$ cat src/rtl/dm_access_controller.sv
// Data-memory stage sequencer: launches a req/ack access for each load/store,
// stalls the pipeline while it is in flight and returns load data to writeback.
module dm_access_controller #(
  parameter int unsigned TIMEOUT = 15
) (
  input  logic        clk,
  input  logic        rst_n,
  input  logic        isLd_DM,
  input  logic        isSt_DM,
  input  logic [31:0] aluResult_DM,
  input  logic [31:0] op2_DM,
  input  logic [4:0]  rd_DM,
  output logic        mem_req,
  output logic        mem_we,
  output logic [31:0] mem_addr,
  output logic [31:0] mem_wdata,
  input  logic        mem_ack,
  input  logic [31:0] mem_rdata,
  output logic        stall,
  output logic        ldValid,
  output logic [31:0] ldResult,
  output logic [4:0]  ldRd,
  output logic        timeout_err
);

  typedef enum logic [1:0] {
    S_IDLE = 2'd0,
    S_REQ  = 2'd1,
    S_DONE = 2'd2
  } state_e;

  localparam logic [7:0] CNT_LAST = 8'(TIMEOUT - 1);

  state_e      state_q, state_d;
  logic [7:0]  cnt_q, cnt_d;
  logic        mem_req_q, mem_req_d;
  logic        mem_we_q, mem_we_d;
  logic [31:0] mem_addr_q, mem_addr_d;
  logic [31:0] mem_wdata_q, mem_wdata_d;
  logic [4:0]  rd_q, rd_d;
  logic        ld_valid_q, ld_valid_d;
  logic [31:0] ld_result_q, ld_result_d;
  logic [4:0]  ld_rd_q, ld_rd_d;
  logic        timeout_err_q, timeout_err_d;
  logic        access;

  assign access = isLd_DM | isSt_DM;

  always_comb begin
    // NOTE: every signal written here gets a default first, so no path can infer a latch.
    state_d       = state_q;
    cnt_d         = cnt_q;
    mem_req_d     = mem_req_q;
    mem_we_d      = mem_we_q;
    mem_addr_d    = mem_addr_q;
    mem_wdata_d   = mem_wdata_q;
    rd_d          = rd_q;
    ld_valid_d    = 1'b0;
    ld_result_d   = ld_result_q;
    ld_rd_d       = ld_rd_q;
    timeout_err_d = timeout_err_q;
    stall         = 1'b0;

    unique case (state_q)
      S_IDLE: begin
        if (access) begin
          // A load+store combination is issued as a store; the load part is dropped.
          stall       = 1'b1;
          state_d     = S_REQ;
          mem_req_d   = 1'b1;
          mem_we_d    = isSt_DM;
          mem_addr_d  = aluResult_DM;
          mem_wdata_d = op2_DM;
          rd_d        = rd_DM;
          cnt_d       = 8'd0;
        end
      end
      S_REQ: begin
        stall = 1'b1;
        cnt_d = cnt_q + 8'd1;
        if (mem_ack) begin
          state_d   = S_DONE;
          mem_req_d = 1'b0;
          if (!mem_we_q) begin
            ld_valid_d  = 1'b1;
            ld_result_d = mem_rdata;
            ld_rd_d     = rd_q;
          end
        end else if (cnt_q == CNT_LAST) begin
          state_d       = S_DONE;
          mem_req_d     = 1'b0;
          timeout_err_d = 1'b1;
        end
      end
      S_DONE:  state_d = S_IDLE;
      default: state_d = S_IDLE;
    endcase

    // The pipeline must not see a stall request while the sequencer is held in reset.
    if (!rst_n) stall = 1'b0;
  end

  always_ff @(posedge clk) begin
    // NOTE: state uses non-blocking assignments so every flop updates from pre-edge values.
    if (!rst_n) begin
      state_q       <= S_IDLE;
      cnt_q         <= 8'd0;
      mem_req_q     <= 1'b0;
      mem_we_q      <= 1'b0;
      mem_addr_q    <= 32'd0;
      mem_wdata_q   <= 32'd0;
      rd_q          <= 5'd0;
      ld_valid_q    <= 1'b0;
      ld_result_q   <= 32'd0;
      ld_rd_q       <= 5'd0;
      timeout_err_q <= 1'b0;
    end else begin
      state_q       <= state_d;
      cnt_q         <= cnt_d;
      mem_req_q     <= mem_req_d;
      mem_we_q      <= mem_we_d;
      mem_addr_q    <= mem_addr_d;
      mem_wdata_q   <= mem_wdata_d;
      rd_q          <= rd_d;
      ld_valid_q    <= ld_valid_d;
      ld_result_q   <= ld_result_d;
      ld_rd_q       <= ld_rd_d;
      timeout_err_q <= timeout_err_d;
    end
  end

  assign mem_req     = mem_req_q;
  assign mem_we      = mem_we_q;
  assign mem_addr    = mem_addr_q;
  assign mem_wdata   = mem_wdata_q;
  assign ldValid     = ld_valid_q;
  assign ldResult    = ld_result_q;
  assign ldRd        = ld_rd_q;
  assign timeout_err = timeout_err_q;

endmodule

$ cat config.mk
export PLATFORM = sky130hd
export DESIGN_NAME = dm_access_controller
export DESIGN_NICKNAME = d
export VERILOG_FILES = /design/src/rtl/dm_access_controller.sv
export SDC_FILE = /design/constraint.sdc
export NUM_CORES = 1
export LEC_CHECK = 0
export ABC_AREA = 1
export BUFFER_PORTS_ARGS = -buffer_cell sky130_fd_sc_hd__buf_2
export CAP_MARGIN = 30
export CORE_ASPECT_RATIO = 1.4
export CORE_MARGIN = 8
export CORE_UTILIZATION = 41
export DETAILED_ROUTE_END_ITERATION = 6
export PLACE_DENSITY = 0.83
export SLEW_MARGIN = 5
export SYNTH_ARGS = -nofsm -noshare
export SYNTH_HDL_FRONTEND = slang
export SYNTH_SLANG_ARGS = --single-unit
$ cat constraint.sdc
create_clock -name clk -period 3.31 [get_ports clk]
set_input_delay 0.993 -clock clk [delete_from_list [all_inputs] [get_ports clk]]
set_output_delay 0.993 -clock clk [all_outputs]
set_load 0.02 [all_outputs]
==> results.toml, run 1 <==
[worst_setup_path]
r2r_slack_ps = 1480
critical-path-max-stage-delay_ps = 190
path_cells = "buf_2, inv_1, nand2_1, nand2_2, a21oi_1, buf_2"
worstSetupEndpoint = "stall"
startpoint = "isSt_DM"
critPathMaxFanout = 2
critical_path_class = "in2out"
worstPathRequired_ps = 2320
crit_slowest_cell = "buf_2"
endpoint_kind = "primary output"
arrival_ps = 1570
cp_common_cell = "buf_2"
worstSetupStartpointType = "primary input"
timing.reg2reg.worst_path_depth = 7
r2r_start = "state_q[1]"
capture_point_of_the_worst_reg_to_reg_path = "mem_wdata[18]"

[floorplan]
fp.dieArea_um2 = 14300
die_h_um = 139
placeableCoreArea_um2 = 10400
start_util_pct = 42.2
io_pins = 212
core.rowCount = 44
fp.dieW_um = 104

[sta]
report.final.hold_viol_count = 0
fin_worst_hold_slack_ps = 455
worst_pin_slew_ps = 733
clock-skew-final_ps = 7.83
slew-limit-headroom_pct = 51.2
final_min_period_over_clock_period_pct = 77.3
time_the_final_worst_path_needs_with_i_o_delays_and_setup_ps = 2560
timing.setup.tns_ps = 0
grt_setup_unrepaired = "no"
timing.final.setup_violations = 0
slew_violations = 0
max_freq_mhz = 391

[clocking]
clkTransAtPathRegs_ps = 50
cts-buffers-inserted = 17
cts_tree = "done"
cts-root-to-sink-buffers = 2
post-cts-setup-buffer-count = 0
cts.sink_count = 120
cts.repair.resized = 0
clock-root-buffer = "clkbuf_16"
deepest_level_of_the_cts_h_tree = 4
insertion_delay_ps = 400
hold_buf_cts = 0

[logic_synthesis]
largest_cells_by_area_after_synthesis = "dfxtp_1 (55%), nor2_1 (13%), o21ai_0 (8.1%), nand2_1 (5.5%), a21oi_1 (5.4%)"
yosysUniqueCellTypes = 19
netlist_area_um2 = 4400
yosysTopAreaCellShare_pct = 54.7
synth_top_area_cell = "dfxtp_1"
postSynthAreaPerCell_um2 = 7.75
yosysWarnings = 0
synth.ff_latch_count = 120
yosysSeqAreaShare_pct = 54.7
synthMostInstantiatedCell = "nor2_1"
post_synth_inst_count = 567
synth_nets = 675
edff_count_synth = 0
ys_dominant_reg_cell = "dfxtp_1"
synth_commonest_cells = "nor2_1 (155), dfxtp_1 (120), o21ai_0 (71)"
async_reset_ff_share_pct = 0

[detailed_routing]
dr_total_vias = 4361
totalWireLength_mm = 12.5
drt-wirelength-per-cell_um = 13.6
detail-route-antenna-nets = 0
drt_pass1_iterations = 4
drc_violation_count_after_routing = 0
viasPerCell = 4.76
drtIter0Drc = 199

[grt]
largest_net_degree_at_the_start_of_global_routing = 81
grt_pass1_vias = 4328
grt.total_usage_pct = 17.2
grt_first_pass_wirelength_mm = 20.6
grt_overflow = 0
number_of_antenna_violations_at_the_first_check_in_global_routing = 1

[finish]
antenna_cells_inserted = 0
num-fill-cells = 995
fin_nets = 873
share_of_the_core_filled_with_cells_pct = 58.8
synthToLayoutAreaGrowth_pct = 39.2
layout-drive-gt1-share_pct = 32.9

[placement]
dp.final_hpwl_mm = 8.78
place_congestion = 0.776
port_buffer_cells = 211

[status]
status = "finished clean"

[power]
power.density_cell_area_nw_per_um2 = 705
total_power_uw = 4310
irDropWorstVdd_mv = 0.396
leakage_power_uw = 0.00293

[worst_hold_path]
min_path_type = "reg2reg"

[flow_run]
drv.max_cap_violation_count = 0
## placed cells by master (no fill, tap or decap)
cell / Yosys / routed
o21ai_0: 71 / 71
bufinv_16: 0 / 4
o21ai_1: 5 / 5
ha_1: 2 / 2
clkbuf_16: 0 / 17
nand4_1: 1 / 1
a21oi_1: 47 / 47
nand2_2: 1 / 1
inv_2: 1 / 1
clkinvlp_4: 0 / 4
dfxtp_1: 120 / 120
buf_4: 11 / 8
buf_2: 9 / 211
nand2_1: 64 / 64
clkinv_2: 0 / 1
inv_6: 0 / 1
or2_2: 1 / 1
clkinv_1: 1 / 1
nand3_1: 45 / 45
nor2_2: 2 / 2
clkbuf_8: 0 / 5
inv_1: 11 / 11
nor2_1: 155 / 155
## metrics by stage
step | std cells | setup slack [ps] | area (um2)
after floorplan | 567 | 613 | 4400
after global placement | 884 | 755 | 5460
after detailed placement | 884 | 715 | 5460
after CTS | 916 | 751 | 6120
after global routing | 916 | 685 | 6120
final | 916 | 751 | 6120
## worst min-delay path by stage
stage / cells after the start / end / slack [ps] / start
after floorplan: 1 / cnt_q[3] / 450 / cnt_q[3]
after global placement: 2 / ldResult[4] / 450 / ldResult[4]
after detailed placement: 2 / ldResult[21] / 450 / ldResult[21]
after CTS: 2 / ldResult[21] / 460 / ldResult[21]
after global routing: 2 / ldResult[21] / 470 / ldResult[21]
final: 2 / ldResult[21] / 450 / ldResult[21]
## where the power goes
| part | switching (uW) | total [uW] | internal [uW] | leakage, uW |
|---|---|---|---|---|
| registers | 60.8 | 1640 | 1580 | 0.000988 |
| logic | 451 | 676 | 225 | 0.00163 |
| clock network | 637 | 2000 | 1360 | 0.000311 |
| total | 1150 | 4310 | 3160 | 0.00293 |
## per-layer routing
layer | track usage [%] | wire [um]
met1 | 17.6 | 4750
met2 | 29.4 | 6310
met3 | 7.58 | 1260
met4 | 8.23 | 167
met5 | 0 | 9
## flip-flops by register name (all words and copies together) (netlist names), 2 cells and up
name / count
ldResult: 32
cnt_q: 8
mem_addr: 32
ldRd: 5
state_q: 2
rd_q: 5
mem_wdata: 32
## logic make-up (layout without fill, tap and decap cells)
| kind of cell | after synthesis | after routing | share of synthesized area, % |
|---|---|---|---|
| and+or+nand+nor | 269 | 269 | 24.5 |
| AOI/OAI and AO/OA | 123 | 123 | 14.0 |
| DFF | 120 | 120 | 54.7 |
| buffers and inverters | 53 | 264 | 6.23 |
| adders and majority gates | 2 | 2 | 0.569 |
## worst max-delay path: cells and delay by family
| family | cells | cell delay (ps) |
|---|---|---|
| simple gates | 2 | 110 |
| compound gates | 1 | 130 |
| buf+inv | 3 | 330 |
## final cells by class
| class | count | area, um2 | share of cell area [%] |
|---|---|---|---|
| multi-input cells | 394 | 1720 | 28.1 |
| inverters | 13 | 48.8 | 0.798 |
| well taps | 138 | 173 | 2.82 |
| repair buffers | 219 | 1120 | 18.2 |
| flip-flops and latches | 120 | 2400 | 39.3 |
| clock buffers | 22 | 494 | 8.08 |
| clock inverters | 10 | 164 | 2.68 |
No activity file was read; power rests on OpenSTA's default activity.
==> inputs of run 2 (changes only) <==
clock period = 2.7 ns   (was 3.31 ns; I/O delays follow)
==> run 2 against run 1 <==
Core utilization up 0.096 points; total power up 21%; die area unchanged; register-to-register slack worse by 560 ps; non-clock buffer count up 3; count of clock-buffer cells in the layout down 3; highest routed layer unchanged.
==> results.toml, run 2 (same netlist as run 1, synthesis figures left out) <==
[placement]
dp.final_hpwl_mm = 8.98
port_buffer_cells = 211
place_congestion = 0.753

[detailed_routing]
totalWireLength_mm = 12.7
drc_violation_count_after_routing = 0
detail-route-antenna-nets = 0
drtIter0Drc = 170
dr_total_vias = 4385
drt-wirelength-per-cell_um = 13.9
met2RoutedLength_mm = 6.52
length_of_routed_met3_wiring_mm = 1.11
viasPerCell = 4.77
drt_pass1_iterations = 4
highest-signal-layer = "met5"
routedLengthMet1_mm = 4.99

[grt]
grt.total_usage_pct = 17.2
number_of_antenna_violations_at_the_first_check_in_global_routing = 1
grt_pass1_vias = 4265
largest_net_degree_at_the_start_of_global_routing = 78
grt_overflow = 0
grt_first_pass_wirelength_mm = 20.6

[power]
comb_power_share_pct = 16.3
p_sw_uw = 1410
power.switching_fraction_pct = 27.2
power.sequential.fraction_pct = 38.6
leakage_power_uw = 0.00294
power.density_cell_area_nw_per_um2 = 848
power_frac_clock_pct = 45.0
internal-power_uw = 3780
irDropWorstVdd_mv = 0.557

[worst_setup_path]
critPathMaxFanout = 2
worstPathRequired_ps = 1890
worstSetupStartpointType = "primary input"
path_cells = "buf_2, inv_1, nand2_1, nand2_2, a21oi_1, buf_2"
arrival_ps = 1390
critical-path-max-stage-delay_ps = 190
crit_slowest_cell = "buf_2"
endpoint_kind = "primary output"
critical_path_class = "in2out"
cp_common_cell = "buf_2"

[clocking]
hold_buf_cts = 0
cts-root-to-sink-buffers = 2
insertion_delay_ps = 400
post-cts-setup-buffer-count = 0
cts.repair.resized = 0
cts-buffers-inserted = 17
clock-root-buffer = "clkbuf_16"
deepest_level_of_the_cts_h_tree = 4
cts.sink_count = 120
clkTransAtPathRegs_ps = 50
cts_tree = "done"

[finish]
most_common_cell_after_layout_fill_and_taps_aside = "buf_2"
synthToLayoutAreaGrowth_pct = 39.4
antenna_cells_inserted = 0
fin_nets = 876
layout_common_cells = "buf_2 (211), nor2_1 (155), dfxtp_1 (120)"
layout-drive-gt1-share_pct = 33.0
ff_latch_area_um2 = 2400
multi_input_gate_area_in_the_final_layout_um2 = 1720
num-fill-cells = 1021

[floorplan]
fp.dieArea_um2 = 14300
fp.dieW_um = 104
io_pins = 212
core.rowCount = 44
start_util_pct = 42.2
die_h_um = 139
placeableCoreArea_um2 = 10400

[flow_run]
drv.max_cap_violation_count = 0

[sta]
clock-skew-final_ps = 8.07
report.final.hold_viol_count = 0
max_freq_mhz = 454
slew_violations = 0
grt_setup_unrepaired = "no"
timing.setup.tns_ps = 0
final_min_period_over_clock_period_pct = 81.5
time_the_final_worst_path_needs_with_i_o_delays_and_setup_ps = 2200
worst_pin_slew_ps = 636
slew-limit-headroom_pct = 57.6
fin_worst_hold_slack_ps = 457
timing.final.setup_violations = 0

[status]
status = "finished clean"

[worst_hold_path]
min_path_type = "reg2reg"
-- run 2: cell types whose count changed in the layout (fill, tap and decap cells not counted), sizes merged --
cell	before	now
buf	219	222
clkinv	2	8
clkbuf	22	19
inv	13	12
clkinvlp	4	2
-- run 2: layer usage --
layer / up-vias / GRT usage (%)
met5: - / 0
met4: 2 / 5.82
met3: 10 / 6.70
met2: 181 / 30.1
met1: 1948 / 18.2
li1: 2244 / -
-- run 2: critical path, delay by kind of cell --
kind | cells | cell delay (ps)
and+or+nand+nor | 2 | 120
buffers and inverters | 3 | 330
AOI/OAI and AO/OA | 1 | 140
-- run 2: area by class of cell --
cell class | count | area share, %
Clock buffer | 19 | 7.23
Tap cell | 138 | 2.82
Inverter | 13 | 0.796
Clock inverter | 13 | 2.90
Sequential cell | 120 | 39.2
Timing Repair Buffer | 222 | 19.0
Multi-Input combinational cell | 394 | 28.1
-- run 2: path summary, 6_finish.rpt --
path	start	end	slack, ps	cells after the start
setup / recovery	isSt_DM	stall	500	6
setup reg to reg	state_q[1]	cnt_q[3]	920	6
hold reg to reg	ldResult[8]	ldResult[8]	460	2
hold / removal	ldResult[8]	ldResult[8]	460	2
-- run 2: power by group through the flow --
stage / clock (uW) / combinational [uW] / sequential, uW
2_1_floorplan: 0 / 372 / 2220
3_3_place_gp: 0 / 847 / 2040
3_5_place_dp: 0 / 857 / 2050
4_1_cts: 2380 / 859 / 2010
5_1_grt: 2470 / 934 / 2030
6_report: 2340 / 848 / 2010
-- run 2: per-stage QoR --
stage | util, % | power (uW) | cells | worst slack [ps] | area (um2)
after floorplan | - | 2590 | 567 | 369 | 4400
after global placement | 52.9 | 2890 | 887 | 425 | 5510
after detailed placement | 52.9 | 2900 | 887 | 423 | 5510
after CTS | 58.9 | 5250 | 919 | 480 | 6130
after global routing | 58.9 | 5430 | 919 | 400 | 6130
final | 58.9 | 5200 | 919 | 500 | 6130
